<file path="config.mk">
export PLATFORM = sky130hd
export DESIGN_NAME = ndro_pulse_sequencer
export DESIGN_NICKNAME = d
export VERILOG_FILES = /design/src/rtl/ndro_seq_pkg.sv /design/src/rtl/sfq_gap_counter.sv /design/src/rtl/ndro_pulse_sequencer.sv
export SDC_FILE = /design/constraint.sdc
export NUM_CORES = 1
export LEC_CHECK = 0
export ABC_AREA = 1
export ABC_CLOCK_PERIOD_IN_PS = 2800
export CELL_PAD_IN_SITES_DETAIL_PLACEMENT = 0
export CELL_PAD_IN_SITES_GLOBAL_PLACEMENT = 1
export CORE_UTILIZATION = 42
export DETAILED_ROUTE_END_ITERATION = 10
export MAX_ROUTING_LAYER = met4
export PLACE_DENSITY = 0.85
export SLEW_MARGIN = 20
export SYNTH_ARGS = -nofsm -noshare
export SYNTH_HDL_FRONTEND = slang
export SYNTH_SLANG_ARGS = --single-unit
</file>
<file path="constraint.sdc">
create_clock -name clk -period 2.8 [get_ports clk]
set_input_delay 0.42 -clock clk [delete_from_list [all_inputs] [get_ports clk]]
set_output_delay 0.42 -clock clk [all_outputs]
set_load 0.01 [all_outputs]
</file>
<file path="src/rtl/ndro_seq_pkg.sv">
// Shared op codes and FSM encoding for the NDRO pulse sequencer.
package ndro_seq_pkg;

   typedef enum logic [1:0] {
      OP_NOP   = 2'b00,
      OP_SET   = 2'b01,
      OP_RESET = 2'b10,
      OP_READ  = 2'b11
   } op_e;

   typedef enum logic [1:0] {
      IDLE  = 2'b00,
      GAP   = 2'b01,
      PULSE = 2'b10,
      WIN   = 2'b11
   } state_e;

   function automatic logic is_write(input op_e op);
      return (op == OP_SET) || (op == OP_RESET);
   endfunction

endpackage

</file>
<file path="src/rtl/sfq_gap_counter.sv">
// Saturating cycle counter used to time spacing between cell pulses.
module sfq_gap_counter #(
   parameter int CNT_W = 4
) (
   input  logic             clk,
   input  logic             reset_n,
   input  logic             clear,
   output logic [CNT_W-1:0] value
);

   // Reset loads the saturated value so the first command after reset never waits.
   always_ff @(posedge clk) begin
      if (!reset_n)
         value <= '1;
      else if (clear)
         value <= '0;
      else if (value != '1)
         value <= value + 1'b1;
   end

endmodule

</file>
<file path="src/rtl/ndro_pulse_sequencer.sv">
// Turns handshaked SET/RESET/READ commands into spaced single-cycle pulses for one
// NDRO cell, tracks the expected cell state and returns captured read data.
module ndro_pulse_sequencer
   import ndro_seq_pkg::*;
#(
   parameter int SR_GAP   = 4,
   parameter int CLK_GAP  = 6,
   parameter int READ_LAT = 3,
   parameter int CNT_W    = 4
) (
   input  logic       clk,
   input  logic       reset_n,
   input  logic       cmd_valid,
   input  logic [1:0] cmd_op,
   output logic       cmd_ready,
   output logic       ndro_set,
   output logic       ndro_reset,
   output logic       ndro_clk,
   input  logic       ndro_out,
   output logic       rsp_valid,
   input  logic       rsp_ready,
   output logic       rsp_data,
   output logic       rsp_mismatch,
   output logic       model_state,
   output logic       spurious_out
);

   // Counters clear on the decision cycle, so they read 0 during the pulse itself;
   // a pulse decided now lands next cycle, hence the threshold is GAP-1.
   localparam logic [CNT_W-1:0] SR_THR   = CNT_W'(SR_GAP - 1);
   localparam logic [CNT_W-1:0] CLK_THR  = CNT_W'(CLK_GAP - 1);
   localparam int               WIN_W    = (READ_LAT > 1) ? $clog2(READ_LAT) : 1;
   localparam logic [WIN_W-1:0] WIN_LAST = WIN_W'(READ_LAT - 1);

   state_e           state;
   op_e              op_q;
   op_e              next_op;
   logic             launch;
   logic             gap_met;
   logic             fire;
   logic             cmd_fire;
   logic [CNT_W-1:0] pulse_cnt;
   logic [CNT_W-1:0] sr_cnt;
   logic [WIN_W-1:0] win_cnt;
   logic             capture;
   logic             snapshot;
   logic             sample;

   assign cmd_ready = (state == IDLE) && !rsp_valid;
   assign cmd_fire  = cmd_valid && cmd_ready;
   assign sample    = capture | ndro_out;

   // NOTE: every output of this block gets a default first, so no latch is inferred.
   always_comb begin
      next_op = op_q;
      launch  = 1'b0;
      if (state == IDLE) begin
         next_op = op_e'(cmd_op);
         launch  = cmd_fire && (next_op != OP_NOP);
      end else if (state == GAP) begin
         launch  = 1'b1;
      end
      gap_met = (pulse_cnt >= SR_THR) && ((next_op != OP_READ) || (sr_cnt >= CLK_THR));
      fire    = launch && gap_met;
   end

   sfq_gap_counter #(.CNT_W(CNT_W)) u_pulse_cnt (
      .clk     (clk),
      .reset_n (reset_n),
      .clear   (fire),
      .value   (pulse_cnt)
   );

   sfq_gap_counter #(.CNT_W(CNT_W)) u_sr_cnt (
      .clk     (clk),
      .reset_n (reset_n),
      .clear   (fire && is_write(next_op)),
      .value   (sr_cnt)
   );

   // NOTE: all state here is updated with non-blocking assignments so every read
   // in this block sees the value from before the clock edge.
   always_ff @(posedge clk) begin
      if (!reset_n) begin
         state        <= IDLE;
         op_q         <= OP_NOP;
         ndro_set     <= 1'b0;
         ndro_reset   <= 1'b0;
         ndro_clk     <= 1'b0;
         model_state  <= 1'b0;
         snapshot     <= 1'b0;
         capture      <= 1'b0;
         win_cnt      <= '0;
         rsp_valid    <= 1'b0;
         rsp_data     <= 1'b0;
         rsp_mismatch <= 1'b0;
         spurious_out <= 1'b0;
      end else begin
         ndro_set   <= 1'b0;
         ndro_reset <= 1'b0;
         ndro_clk   <= 1'b0;

         if (ndro_out && (state != WIN))
            spurious_out <= 1'b1;

         if (rsp_valid && rsp_ready) begin
            rsp_valid    <= 1'b0;
            rsp_data     <= 1'b0;
            rsp_mismatch <= 1'b0;
         end

         case (state)
            IDLE: begin
               if (launch) begin
                  op_q  <= next_op;
                  state <= fire ? PULSE : GAP;
               end
            end
            GAP: begin
               if (fire)
                  state <= PULSE;
            end
            PULSE: begin
               if (op_q == OP_READ) begin
                  snapshot <= model_state;
                  capture  <= 1'b0;
                  win_cnt  <= '0;
                  state    <= WIN;
               end else begin
                  state <= IDLE;
               end
            end
            WIN: begin
               capture <= sample;
               if (win_cnt == WIN_LAST) begin
                  rsp_valid    <= 1'b1;
                  rsp_data     <= sample;
                  rsp_mismatch <= sample ^ snapshot;
                  state        <= IDLE;
               end else begin
                  win_cnt <= win_cnt + 1'b1;
               end
            end
            default: state <= IDLE;
         endcase

         if (fire) begin
            case (next_op)
               OP_SET: begin
                  ndro_set    <= 1'b1;
                  model_state <= 1'b1;
               end
               OP_RESET: begin
                  ndro_reset  <= 1'b1;
                  model_state <= 1'b0;
               end
               OP_READ: ndro_clk <= 1'b1;
               default: ;
            endcase
         end
      end
   end

endmodule

</file>
==> flow_summary.json, run 1 <==
{
  "synth_nets": 186,
  "initialDrtViolationCount": 25,
  "path_class": "input port to flip-flop",
  "cts_hold_buf": 0,
  "crit-reg2reg-launch": "state[0]",
  "cp_top_family": "compound AO/OA/AOI/OAI gates",
  "synth-edff-count": 0,
  "first_global_vias": 1033,
  "p_sw_mw": 0.637,
  "avgSynthCellArea_um2": 7.54,
  "fin_crit_sh": 0.717,
  "multiInputGateArea_um2": 678,
  "yosysUniqueCellTypes": 29,
  "cts_tree": "done",
  "post-route-drc-count": 1,
  "finalSetupViolCount": 0,
  "grt_usage": 0.171,
  "numCtsBuffers": 3,
  "yosysSeqAreaShare": 0.372,
  "routed_via_density": 4.80,
  "rr_worst_depth": 11,
  "power.total_mw": 1.46,
  "crit_fanout": 7,
  "clk_path_buf_depth": 2,
  "io_buffers": 15,
  "ys_warn_count": 0,
  "utilization": 0.531,
  "power.share.clock": 0.099,
  "synth.area.top_cells": "dfxtp_1 37%, nand2_1 9.6%, inv_1 9.0%",
  "grt_pass1_wl_um": 4310,
  "clock_sinks": 24,
  "clk_pin_slew_ps": 110,
  "antenna_found_initial": 0,
  "tightest_slew_ps": 413,
  "ios": 16,
  "die-width_um": 57.4,
  "sequentialPowerShare": 0.353,
  "postRouteAntennaNets": 0,
  "post-place-ws_ps": 441,
  "design.core.area_um2": 2830,
  "globalplace.congestion": 0.762,
  "ys_ff_latch": 24,
  "fmax_ghz": 0.498,
  "maxSlewViolCount": 0,
  "p_comb_frac": 0.548,
  "crit_required_ps": 3010,
  "intPower_mw": 0.824,
  "clock_latency_ps": 310,
  "synth_top_flop_cell": "dfxtp_1",
  "layout.area.seq_um2": 480,
  "synth_area_um2": 1290,
  "critPathBufInv": 2,
  "yosysTopAreaCellShare": 0.372,
  "violations": "DRC",
  "p_per_area_nw_per_um2": 973,
  "relSlewSlack": 0.725,
  "clock-root-buffer": "clkbuf_4",
  "r2r-end": "model_state",
  "overflow": 0,
  "die_h_um": 57.4,
  "grt_max_degree": 13,
  "fillers": 305,
  "cap_violations": 0,
  "p_sw_frac": 0.436,
  "cp_slowest_cell": "clkdlybuf4s50_1",
  "dieArea_um2": 3300,
  "wire_per_inst_um": 11.0,
  "status": "finished, violations left",
  "antenna_cells": 0,
  "hold_class": "flip-flop to flip-flop",
  "htree_levels": 1,
  "yosysMostFrequentCell": "nand2_1",
  "p_leak_nw": 0.705,
  "min_period_ps": 2010,
  "max_stage_delay_ps": 410,
  "synth_common_cells": "33 x nand2_1, 31 x inv_1, 24 x dfxtp_1, 13 x nor2_1, 12 x a21oi_1",
  "dp_hpwl_um": 1940,
  "clock_skew_ps": 9.83,
  "hold-path-endpoint": "rsp_data",
  "synth_area_leader_cell": "dfxtp_1",
  "synthToLayoutAreaGrowth_pct": 16.4,
  "stdcell_count": 219,
  "worstHoldStart": "rsp_data",
  "start_util": 0.456,
  "tns_ps": 0,
  "wl_um": 2420,
  "async_flop_share": 0,
  "place_inst": 216,
  "critical_path_arrival_ps": 2210,
  "setup.worst_path.start_class": "input port",
  "via_count": 1052,
  "finalNetCount": 205,
  "finalHoldViolations": 0,
  "netlist_instances": 171,
  "whs_path_depth": 2,
  "fin_ws_ps": 792,
  "post_cts_buffers": 0,
  "crit_chain": "clkdlybuf4s50_1 > or2_2 > o21a_1 > ha_1 > inv_1 > nor2_1 > a21oi_4 > nand3b_4 > o21ai_2 > a21oi_2",
  "cts_resized": 0,
  "r2r_slack_ps": 850,
  "fp-row-count": 19,
  "irDropWorstVdd_mv": 0.411,
  "critPathCaptureType": "flip-flop",
  "dr.pass1.iters": 7,
  "rsz0062_at_grt": "no",
  "drive_above_1_share": 0.128
}
-- worst reg2reg max path: cells and delay by family (launching register included) --
| kind | cells | cell delay (ps) |
|---|---|---|
| fa+ha+maj | 1 | 210 |
| compound gates | 4 | 590 |
| flops | 1 | 360 |
| simple gates | 4 | 560 |
| buf+inv | 2 | 150 |
-- worst max-delay path by stage --
stage          startpoint              endpoint  slack (ps)  cells past startpoint
2_1_floorplan    state[1]              state[0]        1020                     13
3_3_place_gp    cmd_op[0]  u_pulse_cnt.value[0]         520                     10
3_5_place_dp    cmd_op[0]  u_pulse_cnt.value[3]         440                     10
4_1_cts         cmd_op[0]  u_pulse_cnt.value[3]         780                     10
5_1_grt          state[0]              state[1]         620                     14
6_report        cmd_op[0]           model_state         790                     10
-- metal layers --
| metal | vias up | track usage | wire, µm |
|---|---|---|---|
| met1 | 460 | 0.211 | 1140 |
| li1 | 575 | - | - |
| met2 | 15 | 0.292 | 1190 |
| met4 | 0 | 0.0209 | 16 |
| met3 | 2 | 0.0408 | 67 |
| met5 | - | - | 0 |
-- power by group through the flow --
stage | clock network [mW] | logic (mW) | registers [mW]
floorplan | 0 | 0.624 | 0.513
global placement | 0 | 0.786 | 0.521
detailed placement | 0 | 0.806 | 0.525
CTS | 0.155 | 0.810 | 0.517
global route | 0.168 | 0.921 | 0.531
finish | 0.144 | 0.801 | 0.516
-- cell families (layout without fill, tap and decap cells) --
kind of cell	Yosys count	in the layout	share of synthesized area
compound gates	30	30	0.149
xor+xnor	3	3	0.0204
fa+ha+maj	8	8	0.0776
buf+inv	35	52	0.102
flops	24	24	0.372
simple gates	71	71	0.278
-- layout make-up --
class | instances | area share
Sequential cell | 24 | 0.320
Inverter | 33 | 0.0825
Clock buffer | 3 | 0.0150
Timing Repair Buffer | 16 | 0.105
Tap cell | 31 | 0.0258
Multi-Input combinational cell | 112 | 0.452
-- sequential cells by signal, summed over array words and instances (netlist names), 2 cells and up --
signal             cells
u_sr_cnt.value         4
win_cnt                2
state                  2
u_pulse_cnt.value      4
op_q                   2
-- per-stage QoR --
step	cell area, µm²	hold slack [ps]
floorplan	1290	441
global placement	1480	452
detailed placement	1480	458
CTS	1500	477
global route	1500	503
finish	1500	470
-- layout by cell type (no fill, tap or decap), types with 2 or more instances in the layout --
cell              n
a211oi_1          2
a21oi_1          12
a21oi_2           3
clkbuf_4          3
clkdlybuf4s50_1  15
dfxtp_1          24
ha_1              8
inv_1            31
inv_2             2
nand2_1          33
nand2_4           3
nand3_1          10
nand3_2           2
nor2_1           13
nor2_2            2
o21ai_0           7
o21ai_2           2
or2_2             2
xor2_1            2
(Power assumes the default switching activity.)
==> inputs of run 2 (changes only) <==
--- a/config.mk
+++ b/config.mk
@@ -6,13 +6,13 @@
 export NUM_CORES = 1
 export LEC_CHECK = 0
 export ABC_AREA = 1
-export ABC_CLOCK_PERIOD_IN_PS = 2800
+export ABC_CLOCK_PERIOD_IN_PS = 1730
 export CELL_PAD_IN_SITES_DETAIL_PLACEMENT = 0
 export CELL_PAD_IN_SITES_GLOBAL_PLACEMENT = 1
-export CORE_UTILIZATION = 42
+export CORE_UTILIZATION = 36
 export DETAILED_ROUTE_END_ITERATION = 10
 export MAX_ROUTING_LAYER = met4
-export PLACE_DENSITY = 0.85
+export PLACE_DENSITY = 0.78
 export SLEW_MARGIN = 20
 export SYNTH_ARGS = -nofsm -noshare
 export SYNTH_HDL_FRONTEND = slang
==> constraint.sdc (replaced) <==
create_clock -name clk -period 1.73 [get_ports clk]
set_input_delay 0.2595 -clock clk [delete_from_list [all_inputs] [get_ports clk]]
set_output_delay 0.2595 -clock clk [all_outputs]
set_load 0.01 [all_outputs]
==> run 2 against run 1 <==
Net effect:
- the flow finishes with violations (setup timing)
- core utilization down 3.2 points
- die area up 16%
- power up 96%
- largest power group unchanged
- first-iteration DRC count up 24%
- sequential cell count unchanged
- worst setup slack worse by 860 ps
- sequential share of layout area down 3.4 points
==> flow_summary.json, run 2 (synthesis results as in run 1) <==
{
  "cts_tree": "done",
  "power.total_mw": 2.86,
  "rsz0062_at_grt": "yes",
  "initialDrtViolationCount": 31,
  "fin_ws_ps": -71.0,
  "violations": "setup timing",
  "cp_slowest_cell": "dfxtp_2",
  "stdcell_count": 247,
  "multiInputGateArea_um2": 728,
  "clock_sinks": 24,
  "fmax_ghz": 0.555,
  "cp.depth": 13,
  "crit_start": "state[0]",
  "finalSetupViolCount": 10,
  "die_h_um": 61.9,
  "fillers": 342,
  "drive_above_1_share": 0.244,
  "relSlewSlack": 0.717,
  "cpMostUsedCell": "nand2_1",
  "r2r-end": "state[0]",
  "dp_hpwl_um": 2030,
  "hold_class": "flip-flop to flip-flop",
  "start_util": 0.381,
  "post-route-drc-count": 0,
  "min_period_ps": 1800,
  "tns_ps": -434,
  "max_stage_delay_ps": 360,
  "clock_skew_ps": 2.83,
  "htree_levels": 1,
  "worstSetupEndpoint": "state[0]",
  "wl_um": 2650,
  "layout.area.seq_um2": 483,
  "whs_path_depth": 2,
  "p_leak_nw": 0.782,
  "tightest_slew_ps": 422,
  "fin_crit_sh": 1.04,
  "synthToLayoutAreaGrowth_pct": 31.1,
  "reg_top3": "u_pulse_cnt.value (4), u_sr_cnt.value (4)",
  "clock_latency_ps": 310,
  "dr.pass1.iters": 4,
  "antenna_found_initial": 0,
  "fp-row-count": 21,
  "grt_max_degree": 15,
  "io_buffers": 15,
  "postRouteAntennaNets": 0,
  "crit-reg2reg-launch": "state[0]",
  "clock-root-buffer": "clkbuf_4",
  "design.core.area_um2": 3390,
  "first_global_vias": 1070,
  "irDropWorstVdd_mv": 0.732,
  "critPathBufInv": 2,
  "critical_path_arrival_ps": 2010,
  "critPathCaptureType": "flip-flop",
  "setup.worst_path.start_class": "flip-flop",
  "crit_fanout": 4,
  "r2r_slack_ps": -70,
  "final_common_cell": "nand2_1",
  "path_class": "flip-flop to flip-flop",
  "place_inst": 239,
  "finalHoldViolations": 0,
  "crit_required_ps": 1940,
  "routed_via_density": 4.53,
  "globalplace.congestion": 0.811,
  "grt_pass1_wl_um": 4550,
  "rr_worst_depth": 13,
  "overflow": 0,
  "finalNetCount": 217,
  "status": "finished, violations left",
  "p_per_area_nw_per_um2": 1690,
  "antenna_cells": 0,
  "via_count": 1118,
  "cp_top_family": "simple AND/OR/NAND/NOR gates",
  "stdcell_area_um2": 1690,
  "die-width_um": 61.9,
  "final_cell_mix": "31 x nand2_1, 30 x inv_1, 22 x dfxtp_1, 14 x clkdlybuf4s50_1, 13 x buf_4",
  "ios": 16,
  "dieArea_um2": 3830,
  "dpl-instance-area_um2": 1560,
  "wire_per_inst_um": 10.7,
  "numCtsBuffers": 3,
  "grt_usage": 0.166,
  "crit_chain": "inv_2 > nand2_4 > or2_4 > o21a_1 > ha_2 > inv_2 > nor2_4 > a21oi_4 > nand2_2 > nand2_1 > nand2_1 > nand2_1 > a21oi_2",
  "clk_pin_slew_ps": 140,
  "maxSlewViolCount": 0,
  "clk_path_buf_depth": 2,
  "cap_violations": 0
}
-- run 2: changes by cell type in the layout (fill, tap and decap cells not counted), moves of 2 or more --
cell	before	now
buf_4	1	13
dfxtp_1	24	22
dfxtp_2	0	2
nand2_1	33	31
nand2_2	1	3
nor2_1	13	11
nor2_4	1	3
o21ai_0	7	5
o21ai_2	2	4
-- run 2: final cells by class --
| cell class | instances | share of cell area |
|---|---|---|
| Multi-Input combinational cell | 112 | 0.430 |
| Sequential cell | 24 | 0.286 |
| Timing Repair Buffer | 28 | 0.146 |
| Inverter | 33 | 0.0732 |
| Tap cell | 46 | 0.0340 |
| Clock inverter | 1 | 0.0178 |
| Clock buffer | 3 | 0.0133 |
-- run 2: report_power, final --
group	switching, mW	internal, mW
clock	0.173	0.234
sequential	0.134	0.711
combinational	0.881	0.730
-- run 2: metal layers --
layer | vias to the layer above | part of all wire | global-route usage
met3 | 4 | 0.014 | 0.0186
met1 | 505 | 0.47 | 0.204
met5 | - | 0 | -
met4 | 0 | 0.017 | 0.0698
met2 | 8 | 0.50 | 0.276
li1 | 601 | - | -
-- run 2: worst register-to-register path, delay by kind of cell (launching register included) --
kind	cells	cell delay [ps]
fa+ha+maj	1	190
buf+inv	2	140
simple gates	7	610
flops	1	360
compound gates	3	420
-- run 2: stage by stage --
step                      utilization  setup slack [ps]  hold slack, ps
final                           0.499             -71.0             473
after global routing            0.499              -176             503
after CTS                       0.491             -77.1             477
after detailed placement        0.461              -345             457
after global placement          0.461              -300             450
after floorplan                     -              4.22             404
-- run 2: timing repair --
action,4_1_cts,5_1_grt
pin swaps,5,0
hold buffers,0,0
resized for setup,9,7
endpoints found under the setup margin,15,14
endpoints found under the hold margin,0,0
buffers inserted,4,0
-- run 2: worst min path at each step --
stage | slack, ps | start | endpoint
2_1_floorplan | 400 | ndro_out | spurious_out
3_3_place_gp | 450 | win_cnt[1] | win_cnt[1]
3_5_place_dp | 460 | win_cnt[1] | win_cnt[1]
4_1_cts | 480 | win_cnt[1] | win_cnt[1]
5_1_grt | 500 | win_cnt[1] | win_cnt[1]
6_report | 470 | win_cnt[1] | win_cnt[1]
